[config.mk]
export PLATFORM = sky130hd
export DESIGN_NAME = game_flow_ctrl_flat
export DESIGN_NICKNAME = d
export VERILOG_FILES = /design/src/rtl/game_pkg.sv /design/src/rtl/game_flow_ctrl_if.sv /design/src/rtl/holdoff_timer.sv /design/src/rtl/game_flow_ctrl.sv /design/src/flat_wrapper.sv
export SDC_FILE = /design/constraint.sdc
export NUM_CORES = 1
export LEC_CHECK = 0
export BUFFER_PORTS_ARGS = -buffer_cell sky130_fd_sc_hd__buf_4
export CORE_MARGIN = 2
export CORE_UTILIZATION = 50
export DETAILED_ROUTE_END_ITERATION = 8
export MAX_ROUTING_LAYER = met4
export PLACE_DENSITY = 0.76
export SYNTH_ARGS = -nofsm -noshare
export SYNTH_HDL_FRONTEND = slang
export SYNTH_SLANG_ARGS = --single-unit
[constraint.sdc]
create_clock -name clk -period 2.1 [get_ports clk]
set_input_delay 0.21 -clock clk [delete_from_list [all_inputs] [get_ports clk]]
set_output_delay 0.21 -clock clk [all_outputs]
set_load 0.01 [all_outputs]
[src/rtl/game_pkg.sv]
// Shared screen, key and stage-complete selection codes for the game flow controller.
package game_pkg;

  typedef enum logic [2:0] {
    SCR_MENU     = 3'd0,
    SCR_PLAY     = 3'd1,
    SCR_COMPLETE = 3'd2,
    SCR_GAMEOVER = 3'd3,
    SCR_ALLCLEAR = 3'd4
  } screen_t;

  localparam logic [4:0] KEY_SEL  = 5'h1d;
  localparam logic [4:0] KEY_MOVE = 5'h1e;

  localparam logic [1:0] SEL_RESTART = 2'b00;
  localparam logic [1:0] SEL_MENU    = 2'b01;
  localparam logic [1:0] SEL_NEXT    = 2'b10;
  localparam logic [1:0] SEL_NONE    = 2'b11;

endpackage

[src/rtl/game_flow_ctrl_if.sv]
// Signal bundle between the play/screen logic and the game flow controller.
// Handshake: every input is a single-cycle qualifier sampled on the rising clock
// edge with no backpressure; outputs are registered except the rgb mux.
interface game_flow_ctrl_if;
  logic [4:0] key_pulse;
  logic       stage_clear;
  logic       game_over;
  logic [1:0] complete_sel;
  logic [2:0] rgb_menu;
  logic [2:0] rgb_play;
  logic [2:0] rgb_complete;
  logic [2:0] rgb_over;
  logic [2:0] rgb_clear;
  logic [2:0] screen;
  logic [1:0] stage;
  logic       stage_load;
  logic       sub_rst;
  logic [2:0] rgb;

  modport master (
    output key_pulse, stage_clear, game_over, complete_sel,
    output rgb_menu, rgb_play, rgb_complete, rgb_over, rgb_clear,
    input  screen, stage, stage_load, sub_rst, rgb
  );

  modport slave (
    input  key_pulse, stage_clear, game_over, complete_sel,
    input  rgb_menu, rgb_play, rgb_complete, rgb_over, rgb_clear,
    output screen, stage, stage_load, sub_rst, rgb
  );
endinterface

[src/rtl/holdoff_timer.sv]
// Reload/decrement counter that masks user input for HOLDOFF cycles after a screen change.
module holdoff_timer #(
  parameter int HOLDOFF = 2500000,
  parameter int HW      = 22
) (
  input  logic clk,
  input  logic rst,
  input  logic load,
  output logic ready
);

  localparam logic [HW-1:0] INIT = HW'(HOLDOFF);
  localparam logic [HW-1:0] ONE  = HW'(1);

  logic [HW-1:0] cnt;

  always_ff @(posedge clk or negedge rst) begin
    if (!rst) begin
      cnt <= INIT;
    end else if (load) begin
      cnt <= INIT;
    end else if (cnt != '0) begin
      cnt <= cnt - ONE;
    end
  end

  assign ready = (cnt == '0);

endmodule

[src/rtl/game_flow_ctrl.sv]
// Screen/stage sequencer: tracks the active screen and stage, pulses level loads
// and sub-screen resets, and selects the active screen's pixel colour.
module game_flow_ctrl
  import game_pkg::*;
#(
  parameter int NUM_STAGES = 3,
  parameter int HOLDOFF    = 2500000,
  parameter int HW         = 22
) (
  input  logic               clk,
  input  logic               rst,
  game_flow_ctrl_if.slave    bus
);

  localparam logic [1:0] LAST_STAGE = 2'(NUM_STAGES - 1);
  localparam logic [1:0] STAGE_ONE  = 2'd1;

  screen_t    scr, nxt_scr;
  logic [1:0] stg, nxt_stg;
  logic       nxt_load;
  logic       chg;
  logic       ready;
  logic       load_q, sub_rst_q;
  logic       key_sel;

  assign key_sel = ready && (bus.key_pulse == KEY_SEL);

  // Next-state decode; the register block below is the only state holder.
  always_comb begin
    nxt_scr  = scr;
    nxt_stg  = stg;
    nxt_load = 1'b0;
    case (scr)
      SCR_MENU: begin
        if (key_sel) begin
          nxt_scr  = SCR_PLAY;
          nxt_stg  = '0;
          nxt_load = 1'b1;
        end
      end
      SCR_PLAY: begin
        if (bus.game_over) begin
          nxt_scr = SCR_GAMEOVER;
        end else if (bus.stage_clear) begin
          nxt_scr = (stg == LAST_STAGE) ? SCR_ALLCLEAR : SCR_COMPLETE;
        end
      end
      SCR_COMPLETE: begin
        if (ready) begin
          case (bus.complete_sel)
            SEL_RESTART: begin
              nxt_scr  = SCR_PLAY;
              nxt_load = 1'b1;
            end
            SEL_MENU: nxt_scr = SCR_MENU;
            SEL_NEXT: begin
              // Next on the last stage degrades to a restart.
              nxt_scr  = SCR_PLAY;
              nxt_load = 1'b1;
              if (stg != LAST_STAGE) nxt_stg = stg + STAGE_ONE;
            end
            default: ;
          endcase
        end
      end
      SCR_GAMEOVER: begin
        if (key_sel) nxt_scr = SCR_MENU;
      end
      SCR_ALLCLEAR: begin
        if (key_sel) begin
          nxt_scr = SCR_MENU;
          nxt_stg = '0;
        end
      end
      default: nxt_scr = SCR_MENU;
    endcase
  end

  assign chg = (nxt_scr != scr);

  always_ff @(posedge clk or negedge rst) begin
    if (!rst) begin
      scr       <= SCR_MENU;
      stg       <= '0;
      load_q    <= 1'b0;
      sub_rst_q <= 1'b1;
    end else begin
      scr       <= nxt_scr;
      stg       <= nxt_stg;
      load_q    <= nxt_load;
      sub_rst_q <= chg;
    end
  end

  holdoff_timer #(
    .HOLDOFF (HOLDOFF),
    .HW      (HW)
  ) u_holdoff (
    .clk   (clk),
    .rst   (rst),
    .load  (chg),
    .ready (ready)
  );

  always_comb begin
    bus.rgb = 3'b000;
    case (scr)
      SCR_MENU:     bus.rgb = bus.rgb_menu;
      SCR_PLAY:     bus.rgb = bus.rgb_play;
      SCR_COMPLETE: bus.rgb = bus.rgb_complete;
      SCR_GAMEOVER: bus.rgb = bus.rgb_over;
      SCR_ALLCLEAR: bus.rgb = bus.rgb_clear;
      default:      bus.rgb = 3'b000;
    endcase
  end

  assign bus.screen     = scr;
  assign bus.stage      = stg;
  assign bus.stage_load = load_q;
  assign bus.sub_rst    = sub_rst_q;

endmodule

[src/flat_wrapper.sv]
// flat-port wrapper written by rule: the top's interface ports become plain ports
module game_flow_ctrl_flat import game_pkg::*;
#(
  parameter int NUM_STAGES = 3,
  parameter int HOLDOFF    = 2500000,
  parameter int HW         = 22
)
  (clk, rst, bus_key_pulse, bus_stage_clear, bus_game_over, bus_complete_sel, bus_rgb_menu, bus_rgb_play, bus_rgb_complete, bus_rgb_over, bus_rgb_clear, bus_screen, bus_stage, bus_stage_load, bus_sub_rst, bus_rgb);
  game_flow_ctrl_if bus_i ();
  input  logic clk;
  input  logic rst;
  input wire logic [$bits(bus_i.key_pulse)-1:0] bus_key_pulse;
  input wire logic [$bits(bus_i.stage_clear)-1:0] bus_stage_clear;
  input wire logic [$bits(bus_i.game_over)-1:0] bus_game_over;
  input wire logic [$bits(bus_i.complete_sel)-1:0] bus_complete_sel;
  input wire logic [$bits(bus_i.rgb_menu)-1:0] bus_rgb_menu;
  input wire logic [$bits(bus_i.rgb_play)-1:0] bus_rgb_play;
  input wire logic [$bits(bus_i.rgb_complete)-1:0] bus_rgb_complete;
  input wire logic [$bits(bus_i.rgb_over)-1:0] bus_rgb_over;
  input wire logic [$bits(bus_i.rgb_clear)-1:0] bus_rgb_clear;
  output wire logic [$bits(bus_i.screen)-1:0] bus_screen;
  output wire logic [$bits(bus_i.stage)-1:0] bus_stage;
  output wire logic [$bits(bus_i.stage_load)-1:0] bus_stage_load;
  output wire logic [$bits(bus_i.sub_rst)-1:0] bus_sub_rst;
  output wire logic [$bits(bus_i.rgb)-1:0] bus_rgb;
  assign bus_i.key_pulse = bus_key_pulse;
  assign bus_i.stage_clear = bus_stage_clear;
  assign bus_i.game_over = bus_game_over;
  assign bus_i.complete_sel = bus_complete_sel;
  assign bus_i.rgb_menu = bus_rgb_menu;
  assign bus_i.rgb_play = bus_rgb_play;
  assign bus_i.rgb_complete = bus_rgb_complete;
  assign bus_i.rgb_over = bus_rgb_over;
  assign bus_i.rgb_clear = bus_rgb_clear;
  assign bus_screen = bus_i.screen;
  assign bus_stage = bus_i.stage;
  assign bus_stage_load = bus_i.stage_load;
  assign bus_sub_rst = bus_i.sub_rst;
  assign bus_rgb = bus_i.rgb;
  game_flow_ctrl #(.NUM_STAGES(NUM_STAGES), .HOLDOFF(HOLDOFF), .HW(HW)) u_core (.clk(clk), .rst(rst), .bus(bus_i));
endmodule
==> results.md <==
- CP Class: flop to flop
- Synth area leader: dfrtp_1
- EDFF count, synth: 0
- Sequential share of power: about two fifths
- Die X: roughly 65 microns
- Async SR Flop Fraction: between 90% and 100%
- Antenna violations before repair: 0
- Bufs on Longest Clock Path: 2
- Most common cell in the netlist: nor2_1
- # fillers: just under 300
- Post-synthesis sequential area ratio: between 30% and 40%
- Slew at the pin closest to its max-slew limit: ~440 ps
- Core Area: ~3600 sq um
- # clock sinks: 29
- Global-route wire length before repair: 7645 microns
- Pwr/cell area: ~850 nW/um^2
- Hold WC Path Type: input port to flop
- Critical-path cell list: nor4_4 -> nand4_4 -> o31a_1 -> o221ai_2 -> buf_6 -> or3b_2
- Synth top area share: 26.92%
- Worst R2R Setup Slack: ~110 ps
- Slowest stage cell, crit path: dfrtp_2
- Setup TNS: 0 ps
- Largest cells by area after synthesis: dfrtp_1 (27%), dfstp_2 (13%), nor2_1 (5.2%), xnor2_1 (5.2%), a21oi_1 (3.5%)
- I/O Buffers: 35
- Synth warnings: 0
- Synth Cell Area: about 1900 sq um
- Initial Util: between 50% and 60%
- # IOs: 36
- Synth top cells by count: nor2_1 (26), dfrtp_1 (20), nand2_1 (17)
- Hpwl dp: roughly 3100 microns
- R2r startpoint: u_core.u_holdoff.cnt[9]
- Post-synth cell types: 47
- Post-Route WL: ~4200 microns
- Clock Power Share: about a third
- Crit path DAT: approximately 2200 ps
- H-Tree Depth: 2
- Switching share of power: between 30% and 40%
- Drt drc: 0
- Drt via density: 5.518
- Post-Layout Cell Count: ~300
- Largest stage delay on the critical path: between 400 and 500 ps
- Final core utilization: a little under 70%
- Critical Path Start: u_core.u_holdoff.cnt[9]
- Max Freq: around 0.50 GHz
- Fin crit period: 1989 ps
- Top delay family on crit path: simple AND/OR/NAND/NOR gates
- Antenna Nets Post-Route: 0
- Max-slew violations: 0
- Die H: approximately 65 microns
- GRT overflow: 0
- Final Hold Fails: 0
- Routability cong.: approximately 0.86
- Max-cap violation count: 0
- Worst reg-to-reg path cell count: 6
- Final setup vio count: 0
- Synthesized net count: between 200 and 250
- Ant diodes: 0
- Bufs and invs on worst path: 1
- Share of cells above drive strength 1: around a third
- Critical path depth in cells: 6
- Required @ worst endpoint: 2320 ps
- Worst r2r dst: u_core.u_holdoff.cnt[13]
- Combinational power share: approximately 29%
- CP Capture Type: flop
- CP Capture Point: u_core.u_holdoff.cnt[13]
- CTS buffer count: 5
- Max-slew headroom: around 70%
- Main flop type after synthesis: dfrtp_1
- Initial drt markers: 76
- Cells after Synth: 204
- Cell Rows: 22
- Layout Nets: 281
- Leak: ~1.0 nW
- Sw power: roughly 0.00064 W
- Gr usage total: around a quarter
- Drt first pass iters: 4
- #FFs+latches synth: 29
- Placed Instances: between 200 and 300
- Outcome: complete, no violations
- CP max FO: 10
- Pint: between 0.001 and 0.0015 W
- CTS tree: built
- Routed vias: 1661
- WL/cell: 14.08 microns
- Tot Pwr: 0.002082 W
- Setup Skew: 3.371 ps
- Post-Syn Area per Cell: approximately 9.1 sq um
- Clock transition at the registers of the reported paths: roughly 60 ps
- Root Buffer: clkbuf_8
- Worst vdd ir: 704.5 uV
- Worst setup SP type: flop
- Vias in the first global route: around 1700
- RSZ-0062 raised after global routing: true
- Largest net degree at the start of global routing: 30
- Die area: roughly 4200 sq um
- Synthesis-to-finish area growth: 31.09%
- Tcrit/Tclk final: 94.70%
- Later-pin clock latency in the skew report: ~270 ps
-- worst min path at each step --
stage                                   start                       to  slack, ps  cells past startpoint
after detailed placement                  rst  u_core.u_holdoff.cnt[6]        150                      1
after global routing      bus_complete_sel[0]    u_core.bus.stage_load        270                      3
after global placement                    rst  u_core.u_holdoff.cnt[6]        150                      1
after CTS                     bus_stage_clear     u_core.bus.screen[0]        260                      3
after floorplan                           rst     u_core.bus.screen[0]        -90                      0
final                     bus_complete_sel[0]    u_core.bus.stage_load        270                      3
-- timing repair --
action                     4_1_cts  5_1_grt
cloned                           0        0
gates resized for setup          1       13
buffers inserted                 0        0
pin swaps                        0        0
hold endpoints to repair        20        0
hold buffers                     1        0
setup endpoints to repair       24       26
-- stage by stage --
step | hold WS [ps] | cell area [sq um] | setup WS, ps
after global routing | 268.7 | 2437 | 1.552
final | 265.2 | 2437 | 111.3
after global placement | 148.0 | 2240 | 70.77
after detailed placement | 145.3 | 2240 | -28.11
after CTS | 263.3 | 2389 | 62.04
after floorplan | -85.59 | 1859 | 22.58
-- registers in the layout, indices dropped and copies added, names as in the netlist --
| signal | flops |
|---|---|
| u_core.bus.sub_rst | 1 |
| u_core.bus.screen | 3 |
| u_core.bus.stage | 2 |
| u_core.bus.stage_load | 1 |
| u_core.u_holdoff.cnt | 22 |
-- cells by family after synthesis --
logic type                 Yosys count  synth area share, %
and+or+nand+nor                    102                31.90
AOI/OAI and AO/OA                   33                11.44
DFF                                 29                39.64
buffers and inverters               16                3.970
xor gates and xnor gates            15                7.066
muxes                                6                3.970
adders and majority gates            3                2.019
-- worst min-delay path, cell delays in order --
cell	delay, ps
buf_4	100
mux2_2	150
nor4_2	50
-- routing by layer --
layer / vias up / GRT usage, % / share of wire [%]
met4: 0 / 4.521 / 0.17
met3: 2 / 4.688 / 2.8
met5: - / - / 0
met1: 823 / 30.49 / 46
li1: 814 / - / -
met2: 22 / 39.56 / 51
-- power by group through the flow --
stage / Sequential (W) / Combinational (W) / Clock, W
after floorplan: 0.000788 / 0.000358 / 0
after global placement: 0.000803 / 0.000558 / 0
after detailed placement: 0.000803 / 0.000567 / 0
after CTS: 0.000798 / 0.000575 / 0.000686
after global routing: 0.000820 / 0.000674 / 0.000716
final: 0.000805 / 0.000599 / 0.000677
-- layout make-up --
class	instances	area [sq um]	share of cell area (%)
multi-input cells	159	1091	44.76
clock inverters	3	65.06	2.669
inverters	7	26.28	1.078
repair buffers	50	385.4	15.81
well taps	48	60.06	2.464
clock buffers	5	68.82	2.823
flip-flops and latches	29	740.7	30.39
-- cells in the final DEF, fill, tap and decap left out, types with 2 or more instances in the layout --
cell | synthesis | final
buf_4 | 1 | 47
nand2_1 | 17 | 17
o211ai_1 | 3 | 3
nand3_1 | 6 | 6
o21ai_0 | 6 | 6
inv_1 | 7 | 5
buf_6 | 1 | 2
nor4_1 | 6 | 5
and3_1 | 2 | 2
mux2i_1 | 4 | 4
nor2_1 | 26 | 26
nor3b_1 | 3 | 2
nor4_4 | 3 | 3
xor2_1 | 4 | 4
nor2b_1 | 3 | 3
clkbuf_8 | 0 | 5
bufinv_16 | 0 | 2
nand3b_1 | 4 | 4
or2_2 | 2 | 2
o22ai_1 | 2 | 2
ha_1 | 3 | 2
a21oi_1 | 13 | 13
xnor2_1 | 11 | 11
dfrtp_1 | 20 | 17
nor3_1 | 10 | 10
nand4_1 | 5 | 5
dfstp_2 | 9 | 9
dfrtp_2 | 0 | 3
inv_2 | 0 | 2
nand2b_1 | 7 | 6
a211o_1 | 2 | 2
(Power assumes the default switching activity.)
